--- src/rtl/sar_adc_sequencer_if.sv ---
// Control and result bundle of the SAR ADC sequencer. The sequencer side drives
// the DAC, the mux select and the result stream; the environment side drives the rest.
interface sar_adc_sequencer_if #(
  parameter int unsigned WIDTH  = 8,
  parameter int unsigned NUM_CH = 4,
  parameter int unsigned CH_W   = (NUM_CH > 1) ? $clog2(NUM_CH) : 1
);
  logic              start;
  logic              cont_mode;
  logic [NUM_CH-1:0] ch_mask;
  logic              comp_in;
  logic [WIDTH-1:0]  dac_code;
  logic [CH_W-1:0]   ch_sel;
  logic              busy;
  logic [WIDTH-1:0]  result;
  logic [CH_W-1:0]   result_ch;
  logic              result_valid;
  logic              sweep_done;

  modport master (
    input  start, cont_mode, ch_mask, comp_in,
    output dac_code, ch_sel, busy, result, result_ch, result_valid, sweep_done
  );

  modport slave (
    output start, cont_mode, ch_mask, comp_in,
    input  dac_code, ch_sel, busy, result, result_ch, result_valid, sweep_done
  );
endinterface

--- src/rtl/sar_adc_sequencer.sv ---
// Multi-channel successive-approximation ADC sequencer: MSB-first bit trials on an
// R-2R DAC against a synchronised comparator, averaging 2^AVG_LOG2 conversions per channel.
module sar_adc_sequencer #(
  parameter int unsigned WIDTH         = 8,
  parameter int unsigned NUM_CH        = 4,
  parameter int unsigned SETTLE_CYCLES = 16,
  parameter int unsigned AVG_LOG2      = 2,
  parameter int unsigned CH_W          = (NUM_CH > 1) ? $clog2(NUM_CH) : 1
) (
  input  logic                 CLK100M,
  input  logic                 RESET,
  sar_adc_sequencer_if.master  bus
);
  localparam int unsigned ACC_W     = WIDTH + AVG_LOG2;
  localparam int unsigned CONV_W    = AVG_LOG2 + 1;
  localparam int unsigned BIT_W     = $clog2(WIDTH);
  localparam int unsigned CNT_W     = $clog2(SETTLE_CYCLES + 1);
  localparam int unsigned LAST_CONV = (1 << AVG_LOG2) - 1;

  typedef enum logic [2:0] {
    S_IDLE, S_SELECT, S_TRIAL, S_SETTLE, S_DECIDE, S_OUTPUT
  } state_t;

  state_t            state_q, state_d;
  logic              comp_meta_q, comp_s_q;
  logic [NUM_CH-1:0] pending_q, pending_d;
  logic [CH_W-1:0]   ch_sel_q, ch_sel_d;
  logic [WIDTH-1:0]  dac_q, dac_d;
  logic [ACC_W-1:0]  acc_q, acc_d;
  logic [CONV_W-1:0] conv_q, conv_d;
  logic [BIT_W-1:0]  bit_q, bit_d;
  logic [CNT_W-1:0]  cnt_q, cnt_d;
  logic              busy_q, busy_d;
  logic [WIDTH-1:0]  result_q, result_d;
  logic [CH_W-1:0]   result_ch_q, result_ch_d;
  logic              rv_q, rv_d;
  logic              sd_q, sd_d;

  logic [NUM_CH-1:0] sel_oh, remaining;
  logic [WIDTH-1:0]  dac_dec;
  logic [ACC_W-1:0]  acc_sum;
  logic              enter_sel;

  function automatic logic [CH_W-1:0] lowest_ch(input logic [NUM_CH-1:0] m);
    logic [CH_W-1:0] idx;
    logic            found;
    idx   = '0;
    found = 1'b0;
    for (int unsigned i = 0; i < NUM_CH; i++) begin
      if (m[i] && !found) begin
        idx   = CH_W'(i);
        found = 1'b1;
      end
    end
    return idx;
  endfunction

  always_ff @(posedge CLK100M or negedge RESET) begin
    if (!RESET) begin
      comp_meta_q <= 1'b0;
      comp_s_q    <= 1'b0;
    end else begin
      comp_meta_q <= bus.comp_in;
      comp_s_q    <= comp_meta_q;
    end
  end

  always_ff @(posedge CLK100M or negedge RESET) begin
    if (!RESET) begin
      state_q     <= S_IDLE;
      pending_q   <= '0;
      ch_sel_q    <= '0;
      dac_q       <= '0;
      acc_q       <= '0;
      conv_q      <= '0;
      bit_q       <= '0;
      cnt_q       <= '0;
      busy_q      <= 1'b0;
      result_q    <= '0;
      result_ch_q <= '0;
      rv_q        <= 1'b0;
      sd_q        <= 1'b0;
    end else begin
      state_q     <= state_d;
      pending_q   <= pending_d;
      ch_sel_q    <= ch_sel_d;
      dac_q       <= dac_d;
      acc_q       <= acc_d;
      conv_q      <= conv_d;
      bit_q       <= bit_d;
      cnt_q       <= cnt_d;
      busy_q      <= busy_d;
      result_q    <= result_d;
      result_ch_q <= result_ch_d;
      rv_q        <= rv_d;
      sd_q        <= sd_d;
    end
  end

  always_comb begin
    state_d     = state_q;
    pending_d   = pending_q;
    ch_sel_d    = ch_sel_q;
    dac_d       = dac_q;
    acc_d       = acc_q;
    conv_d      = conv_q;
    bit_d       = bit_q;
    cnt_d       = cnt_q;
    busy_d      = busy_q;
    result_d    = result_q;
    result_ch_d = result_ch_q;
    rv_d        = 1'b0;
    sd_d        = 1'b0;
    enter_sel   = 1'b0;

    sel_oh    = NUM_CH'(1) << ch_sel_q;
    remaining = pending_q & ~sel_oh;
    dac_dec   = dac_q;
    if (!comp_s_q) dac_dec[bit_q] = 1'b0;
    acc_sum   = acc_q + ACC_W'(dac_dec);

    case (state_q)
      S_IDLE: begin
        dac_d = '0;
        if ((bus.start || bus.cont_mode) && (|bus.ch_mask)) begin
          pending_d = bus.ch_mask;
          busy_d    = 1'b1;
          enter_sel = 1'b1;
        end
      end
      S_SELECT: begin
        if (cnt_q == CNT_W'(SETTLE_CYCLES)) begin
          state_d = S_TRIAL;
          cnt_d   = '0;
          bit_d   = BIT_W'(WIDTH - 1);
        end else begin
          cnt_d = cnt_q + 1'b1;
        end
      end
      S_TRIAL: begin
        dac_d[bit_q] = 1'b1;
        state_d      = S_SETTLE;
        cnt_d        = '0;
      end
      S_SETTLE: begin
        if (cnt_q == CNT_W'(SETTLE_CYCLES - 1)) state_d = S_DECIDE;
        else                                    cnt_d   = cnt_q + 1'b1;
      end
      S_DECIDE: begin
        dac_d = dac_dec;
        if (bit_q == '0) begin
          acc_d  = acc_sum;
          conv_d = conv_q + 1'b1;
          if (conv_q == CONV_W'(LAST_CONV)) begin
            // Result registers load here so the pulse lines up with the OUTPUT cycle.
            state_d     = S_OUTPUT;
            result_d    = WIDTH'(acc_sum >> AVG_LOG2);
            result_ch_d = ch_sel_q;
            rv_d        = 1'b1;
            sd_d        = (remaining == '0);
            pending_d   = remaining;
          end else begin
            dac_d   = '0;
            state_d = S_TRIAL;
            bit_d   = BIT_W'(WIDTH - 1);
          end
        end else begin
          bit_d   = bit_q - 1'b1;
          state_d = S_TRIAL;
        end
      end
      S_OUTPUT: begin
        if (pending_q != '0) begin
          enter_sel = 1'b1;
        end else if (bus.cont_mode && (|bus.ch_mask)) begin
          pending_d = bus.ch_mask;
          enter_sel = 1'b1;
        end else begin
          state_d = S_IDLE;
          busy_d  = 1'b0;
          dac_d   = '0;
        end
      end
      default: state_d = S_IDLE;
    endcase

    if (enter_sel) begin
      state_d  = S_SELECT;
      ch_sel_d = lowest_ch(pending_d);
      dac_d    = '0;
      acc_d    = '0;
      conv_d   = '0;
      cnt_d    = '0;
    end
  end

  assign bus.dac_code     = dac_q;
  assign bus.ch_sel       = ch_sel_q;
  assign bus.busy         = busy_q;
  assign bus.result       = result_q;
  assign bus.result_ch    = result_ch_q;
  assign bus.result_valid = rv_q;
  assign bus.sweep_done   = sd_q;
endmodule

--- src/flat_wrapper.sv ---
// flat-port wrapper written by rule: the top's interface ports become plain ports
module sar_adc_sequencer_flat 
#(
  parameter int unsigned WIDTH         = 8,
  parameter int unsigned NUM_CH        = 4,
  parameter int unsigned SETTLE_CYCLES = 16,
  parameter int unsigned AVG_LOG2      = 2,
  parameter int unsigned CH_W          = (NUM_CH > 1) ? $clog2(NUM_CH) : 1
)
  (CLK100M, RESET, bus_start, bus_cont_mode, bus_ch_mask, bus_comp_in, bus_dac_code, bus_ch_sel, bus_busy, bus_result, bus_result_ch, bus_result_valid, bus_sweep_done);
  sar_adc_sequencer_if #(.WIDTH(WIDTH), .NUM_CH(NUM_CH), .CH_W(CH_W)) bus_i ();
  input  logic CLK100M;
  input  logic RESET;
  input wire logic [$bits(bus_i.start)-1:0] bus_start;
  input wire logic [$bits(bus_i.cont_mode)-1:0] bus_cont_mode;
  input wire logic [$bits(bus_i.ch_mask)-1:0] bus_ch_mask;
  input wire logic [$bits(bus_i.comp_in)-1:0] bus_comp_in;
  output wire logic [$bits(bus_i.dac_code)-1:0] bus_dac_code;
  output wire logic [$bits(bus_i.ch_sel)-1:0] bus_ch_sel;
  output wire logic [$bits(bus_i.busy)-1:0] bus_busy;
  output wire logic [$bits(bus_i.result)-1:0] bus_result;
  output wire logic [$bits(bus_i.result_ch)-1:0] bus_result_ch;
  output wire logic [$bits(bus_i.result_valid)-1:0] bus_result_valid;
  output wire logic [$bits(bus_i.sweep_done)-1:0] bus_sweep_done;
  assign bus_i.start = bus_start;
  assign bus_i.cont_mode = bus_cont_mode;
  assign bus_i.ch_mask = bus_ch_mask;
  assign bus_i.comp_in = bus_comp_in;
  assign bus_dac_code = bus_i.dac_code;
  assign bus_ch_sel = bus_i.ch_sel;
  assign bus_busy = bus_i.busy;
  assign bus_result = bus_i.result;
  assign bus_result_ch = bus_i.result_ch;
  assign bus_result_valid = bus_i.result_valid;
  assign bus_sweep_done = bus_i.sweep_done;
  sar_adc_sequencer #(.WIDTH(WIDTH), .NUM_CH(NUM_CH), .SETTLE_CYCLES(SETTLE_CYCLES), .AVG_LOG2(AVG_LOG2), .CH_W(CH_W)) u_core (.CLK100M(CLK100M), .RESET(RESET), .bus(bus_i));
endmodule
--- config.mk ---
export PLATFORM = sky130hd
export DESIGN_NAME = sar_adc_sequencer_flat
export DESIGN_NICKNAME = d
export VERILOG_FILES = /design/src/rtl/sar_adc_sequencer_if.sv /design/src/rtl/sar_adc_sequencer.sv /design/src/flat_wrapper.sv
export SDC_FILE = /design/constraint.sdc
export NUM_CORES = 1
export LEC_CHECK = 0
export BUFFER_PORTS_ARGS = -buffer_cell sky130_fd_sc_hd__buf_2
export CORE_UTILIZATION = 55
export CTS_BUF_LIST = sky130_fd_sc_hd__clkbuf_16
export CTS_CLUSTER_SIZE = 40
export DETAILED_ROUTE_END_ITERATION = 16
export GPL_ROUTABILITY_DRIVEN = 1
export GPL_TIMING_DRIVEN = 1
export PLACE_DENSITY = 0.79
export SETUP_SLACK_MARGIN = 0.02
export SLEW_MARGIN = 10
export SYNTH_ARGS = -nofsm -noshare
export SYNTH_HDL_FRONTEND = slang
export SYNTH_SLANG_ARGS = --single-unit
export TNS_END_PERCENT = 100
--- constraint.sdc ---
create_clock -name CLK100M -period 6.2 [get_ports CLK100M]
set_clock_uncertainty 0.1 [all_clocks]
set_input_delay 1.24 -clock CLK100M [delete_from_list [all_inputs] [get_ports CLK100M]]
set_output_delay 1.24 -clock CLK100M [all_outputs]
set_load 0.1 [all_outputs]
# Word-level counts from Yosys, hierarchy flattened
# Index checks and enable logic that the tools add are counted.
# totals
input_bits	9
out_inout_bits	23
ff_bits	53
# op_classes
reduce_logical	28
mux	60
add_sub_neg	4
n_lt_le_gt_ge	2
bitwise	5
n_eq_ne	19
n_shift	1
# ops
operator	count
$mux 8	6
$mux 3	13
$pmux 8 s4	1
$mux 10	3
$mux 1	20
$mux 4	5
$pmux 3 s6	1
$mux 5	3
$pmux 5 s3	1
$pmux 4 s3	1
$add 10x8->10	1
$eq 3x2->1 const B	3
$ne 3x2->1 const B	3
$reduce_and 3->1	3
$and 8x8->8	1
$not 8->8	1
$or 8x8->8	1
$reduce_bool 2->1	4
$reduce_bool 4->1	2
$eq 3x3->1 const B	2
$logic_and 1x1->1	6
$logic_not 3->1	2
$ne 2x1->1 const B	3
$ne 3x1->1 const B	2
other kinds (25)	31

# Longest topological paths before layout
# depth
ltp_word	19
depth_mapped	11
mapped_depth_nobuf	11

# Worst setup path after synthesis
# Ideal clock, no wire load.
# synth_timing
path_type	reg2reg
startpoint	register u_core.dac_q[0] (netlist: u_core.bus.dac_code[0])
endpoint	register u_core.acc_q[8]
stages_incl_launch_ff	10
slack_ps	3341
synth_period_minus_slack_ps	2859
arrival_ps	2635
path_buffers	0
cell_sequence	dfrtp_1 a21boi_0 ha_1 inv_1 fa_1 nand2b_1 a21oi_1 o31ai_1 and3_1 a211o_1
# synth_via
elab_chain_len	6
# synth_lines
item	line_no	source
start: declaration	sar_adc_sequencer.sv:28	logic [WIDTH-1:0] dac_q, dac_d;
start signal: assignment	sar_adc_sequencer.sv:73	dac_q <= '0;
start signal: assignment	sar_adc_sequencer.sv:87	dac_q <= dac_d;
$and 8x8->8 (no line)	n/a	
$mux 8 *	sar_adc_sequencer.sv:119	if (!comp_s_q) dac_dec[bit_q] = 1'b0;
$add 10x8->10 *	sar_adc_sequencer.sv:120	acc_sum = acc_q + ACC_W'(dac_dec);
$mux 10 *	sar_adc_sequencer.sv:151	if (bit_q == '0) begin
$mux 10 *	sar_adc_sequencer.sv:122	case (state_q)
$mux 10 *	sar_adc_sequencer.sv:187	if (enter_sel) begin
end signal: assignment	sar_adc_sequencer.sv:74	acc_q <= '0;
end signal: assignment	sar_adc_sequencer.sv:88	acc_q <= acc_d;
end: declaration	sar_adc_sequencer.sv:29	logic [ACC_W-1:0] acc_q, acc_d;
# Every way passes the cells marked *; elsewhere a longest branch is shown, timed or not. The select of a mux whose other input is x is not followed.
# A chain may end at the register's enable or synchronous reset.

# Final worst setup path
# layout_timing
startpoint	register u_core.bit_q[2]
endpoint	register u_core.acc_q[8]
# layout_via
elab_chain_len	11
word_cells_on_any_way	15
# layout_lines
item	line_no	source
start: declaration	sar_adc_sequencer.sv:31	logic [BIT_W-1:0] bit_q, bit_d;
start signal: assignment	sar_adc_sequencer.sv:90	bit_q <= bit_d;
$lt 3x4->1 (not written as such) / $ge 3x1->1 (equally long branches)	sar_adc_sequencer.sv:119	
$logic_and 1x1->1 (not written as such)	sar_adc_sequencer.sv:119	
$mux 1 (not written as such)	sar_adc_sequencer.sv:119	
$demux 1 s3	n/a	
$not 8->8 (no line)	n/a	
$and 8x8->8 (no line)	n/a	
$mux 8	sar_adc_sequencer.sv:119	
$add 10x8->10	sar_adc_sequencer.sv:120	
$mux 10	sar_adc_sequencer.sv:151	
$mux 10	sar_adc_sequencer.sv:122	
$mux 10	sar_adc_sequencer.sv:187	
# Several ways; a longest one is shown, not always the timed one. The select of a mux whose other input is x is not followed.

==> results.md <==
- Complex-gate fraction of the synthesized area: 23.2%
- Total GRT Usage: 24.1%
- Placed inst area: ~3300 um^2
- Syn Area/Cell: 9.31 um^2
- CTS tree: yes
- Initial drt markers: 135
- Pwr per Cell Area: 198 nW/um^2
- Area delta synth->final: 11.9%
- Largest area contributor in the netlist: dfrtp_1
- Initial core utilization: 57.0%
- CTS buffer count: 5
- Cell Rows: 27
- N_diodes: 0
- Worst Setup End Kind: flop
- Clock power frac: 45.2%
- CP startpoint kind: flop
- Clock tree sinks: 53
- DR WL/cell: 15.5 um
- Combinational power share: roughly 4.1%
- Simple-Gate Fraction of Synth Area: between 20% and 30%
- Commonest cells post-synth: 53 x dfrtp_1, 36 x nand2_1, 34 x o21ai_0
- Synth Register Bits: 53
- Min-delay src: u_core.comp_meta_q
- Post-Synth XOR/XNOR Area: 1.97%
- Setup TNS: 0 ns
- Fin crit share: a little under half
- # resized after CTS: 0
- Critical Path RT: 6.28 ns
- DRC errors left: 0
- Via-per-instance ratio: roughly 6.0
- Synth cell types: 62
- R2R setup slack: ~3.2 ns
- Layout cells sized above 1: 14.6%
- Most common flop cell mapped by yosys: dfrtp_1
- CTS clock-pin slew for the worst setup and hold paths: 0.07 ns
- Ys Warns: 0
- Slew Viols, Final: 0
- Max IR drop VDD: 0.125 mV
- WHS: 0.260 ns
- Initial antenna violation count: 0
- Synth top area cells: dfrtp_1 43%, ha_1 6.4%, o21ai_0 5.5%
- Postcts setup bufs: 0
- Switching power: 0.146 mW
- Reg2reg end: u_core.acc_q[8]
- Die span in x: 77.3 um
- Post-Place Cells: 428
- Syn Std Cell Area: between 3000 and 4000 um^2
- Die ar.: 5970 um^2
- # setup viols final: 0
- Switching part of the total: 21.2%
- Clk_lat worst skew: 0.29 ns
- Adder-cell share of the synthesized area: 7.06%
- Largest family of logic cells by synthesized area: compound AO/OA/AOI/OAI gates
- Internal power: between 0.5 and 0.6 mW
- Final min period: 2.96 ns
- Setup CP Type: flop to flop
- Core ar.: ~5500 um^2
- Vias in the first global route: about 2500
- Worst Reg-to-Reg Cells: 10
- DP Wirelength: between 4 and 5 mm
- Worst flop-to-flop path startpoint: u_core.bit_q[2]
- Layout fillers: 491
- EDFF count, synth: 0
- Max-cap violations: 0
- CP arrival: 3.04 ns
- Worst Hold Class: flop to flop
- First-pass GRT wire length: 11.3 mm
- Top-count cell post-synth: dfrtp_1
- Non-Filler Instances: 436
- H-tree depth: 2
- Synth top area share: 42.5%
- Syn Inst Count: 335
- CTS Hold Bufs: 0
- Flop pwr share: 50.7%
- Final antenna-violating net count: 0
- Fin. Hold Viols: 0
- GRT overflow: 0
- Max Root-Sink Buffers: 2
- Status: finished clean
- Hold Path End: u_core.comp_s_q
- Final instance area: approximately 3500 um^2
- Sequential fraction of the synthesis area: a little over two fifths
- Largest net degree at the start of global routing: 54
- Nets: 389
- Async SR Flop Fraction: 100%
- Via count: 2609
- Die Ht: 77.3 um
- 1st-pass router iterations: 5
- PortBufs: 31
- Final Core Density: 63.7%
- Routability Congestion: 0.930
- Hold path cells: 0
- Mux cell area share after synthesis: under 10%
- Clock Tree Root: clkbuf_16
- Static Leak: between 1.5 and 2 nW
- IO Pins: 32
- Crit path max fanout: 15
- Fmax: ~340 MHz
- Syn_nets: 361
- Worst slew margin: between 10% and 20%
- RSZ-0062 raised after global routing: false
- Final WL: 6.78 mm
- Slew @ Worst Pin: about 1.2 ns
## power by group through the flow
stage	combinational, mW	sequential (mW)	clock (mW)
after global routing	0.0314	0.350	0.329
after detailed placement	0.0284	0.356	0
final	0.0284	0.350	0.312
after CTS	0.0288	0.350	0.314
after floorplan	0.0113	0.358	0
after global placement	0.0277	0.356	0
## stage by stage
step                      setup WS, ns  total power [mW]
final                             3.24             0.691
after detailed placement          3.11             0.385
after CTS                         3.29             0.693
after global routing              3.07             0.710
after global placement            3.17             0.384
after floorplan                   3.34             0.370
## per-layer routing
metal | vias up | track usage (%) | part of all wire (%)
met2 | 61 | 41.0 | 49
li1 | 1268 | - | -
met3 | 10 | 4.40 | 4.1
met1 | 1270 | 30.2 | 45
met5 | - | 0 | 0
met4 | 0 | 9.06 | 1.5
## worst max-delay path: stages, from the launching register on
cell and delay [ns]:
dfrtp_1 0.58, nor2_1 0.15, a21boi_0 0.27, ha_1 0.25, inv_1 0.06, fa_1 0.40
nand2b_1 0.18, a21oi_1 0.23, o31ai_1 0.18, and3_1 0.23, a211o_1 0.22
## worst max path at each step
stage / from / to / slack (ns) / depth (start not counted)
3_5_place_dp: bus_ch_mask[3] / u_core.bus.ch_sel[0] / 3.11 / 6
6_report: u_core.bit_q[2] / u_core.acc_q[8] / 3.24 / 10
5_1_grt: u_core.bit_q[2] / u_core.acc_q[8] / 3.07 / 10
4_1_cts: u_core.bit_q[2] / u_core.acc_q[8] / 3.29 / 10
2_1_floorplan: u_core.bus.dac_code[0] / u_core.acc_q[8] / 3.34 / 9
3_3_place_gp: bus_ch_mask[3] / u_core.state_q[0] / 3.17 / 5
## cell families (layout without fill, tap and decap cells)
family,after synthesis,in the layout
buffers and inverters,27,56
and+or+nand+nor,119,119
AOI/OAI and AO/OA,108,108
xor gates and xnor gates,7,7
muxes,4,4
DFF,53,53
adders and majority gates,17,17
## sequential cells by signal, indices dropped and copies added, names as in the netlist
signal,count
u_core.bus.ch_sel,2
u_core.state_q,3
u_core.bus.result_valid,1
u_core.acc_q,10
u_core.bus.dac_code,8
u_core.comp_meta_q,1
u_core.comp_s_q,1
u_core.pending_q,4
u_core.conv_q,3
u_core.bus.sweep_done,1
u_core.bit_q,3
u_core.bus.busy,1
u_core.cnt_q,5
u_core.bus.result_ch,2
u_core.bus.result,8
## cell type report
cell class / instances / area, um^2 / area share, %
clock inverter: 3 / 37.5 / 1.08
clock buffer: 5 / 125 / 3.59
timing repair buffer: 32 / 163 / 4.66
inverter: 16 / 60.1 / 1.72
sequential: 53 / 1330 / 38.0
multi-input combinational: 255 / 1690 / 48.4
tap: 72 / 90.1 / 2.58
## layout by cell type, fill, tap and decap left out, types with 4 or more instances in the layout
cell / Yosys / routed
o21ai_0: 34 / 34
xor2_1: 4 / 4
buf_2: 3 / 31
nor3_1: 9 / 9
nand2_1: 36 / 36
dfrtp_1: 53 / 53
inv_1: 16 / 17
nor2_1: 27 / 27
a21boi_0: 5 / 5
ha_1: 16 / 16
nand2b_1: 9 / 9
clkbuf_16: 0 / 5
o211ai_1: 4 / 4
a21oi_1: 20 / 20
a21o_1: 4 / 4
or3_1: 4 / 4
nand3_1: 8 / 8
a31oi_1: 6 / 6
o22ai_1: 6 / 6
No activity file was read; power rests on OpenSTA's default activity.
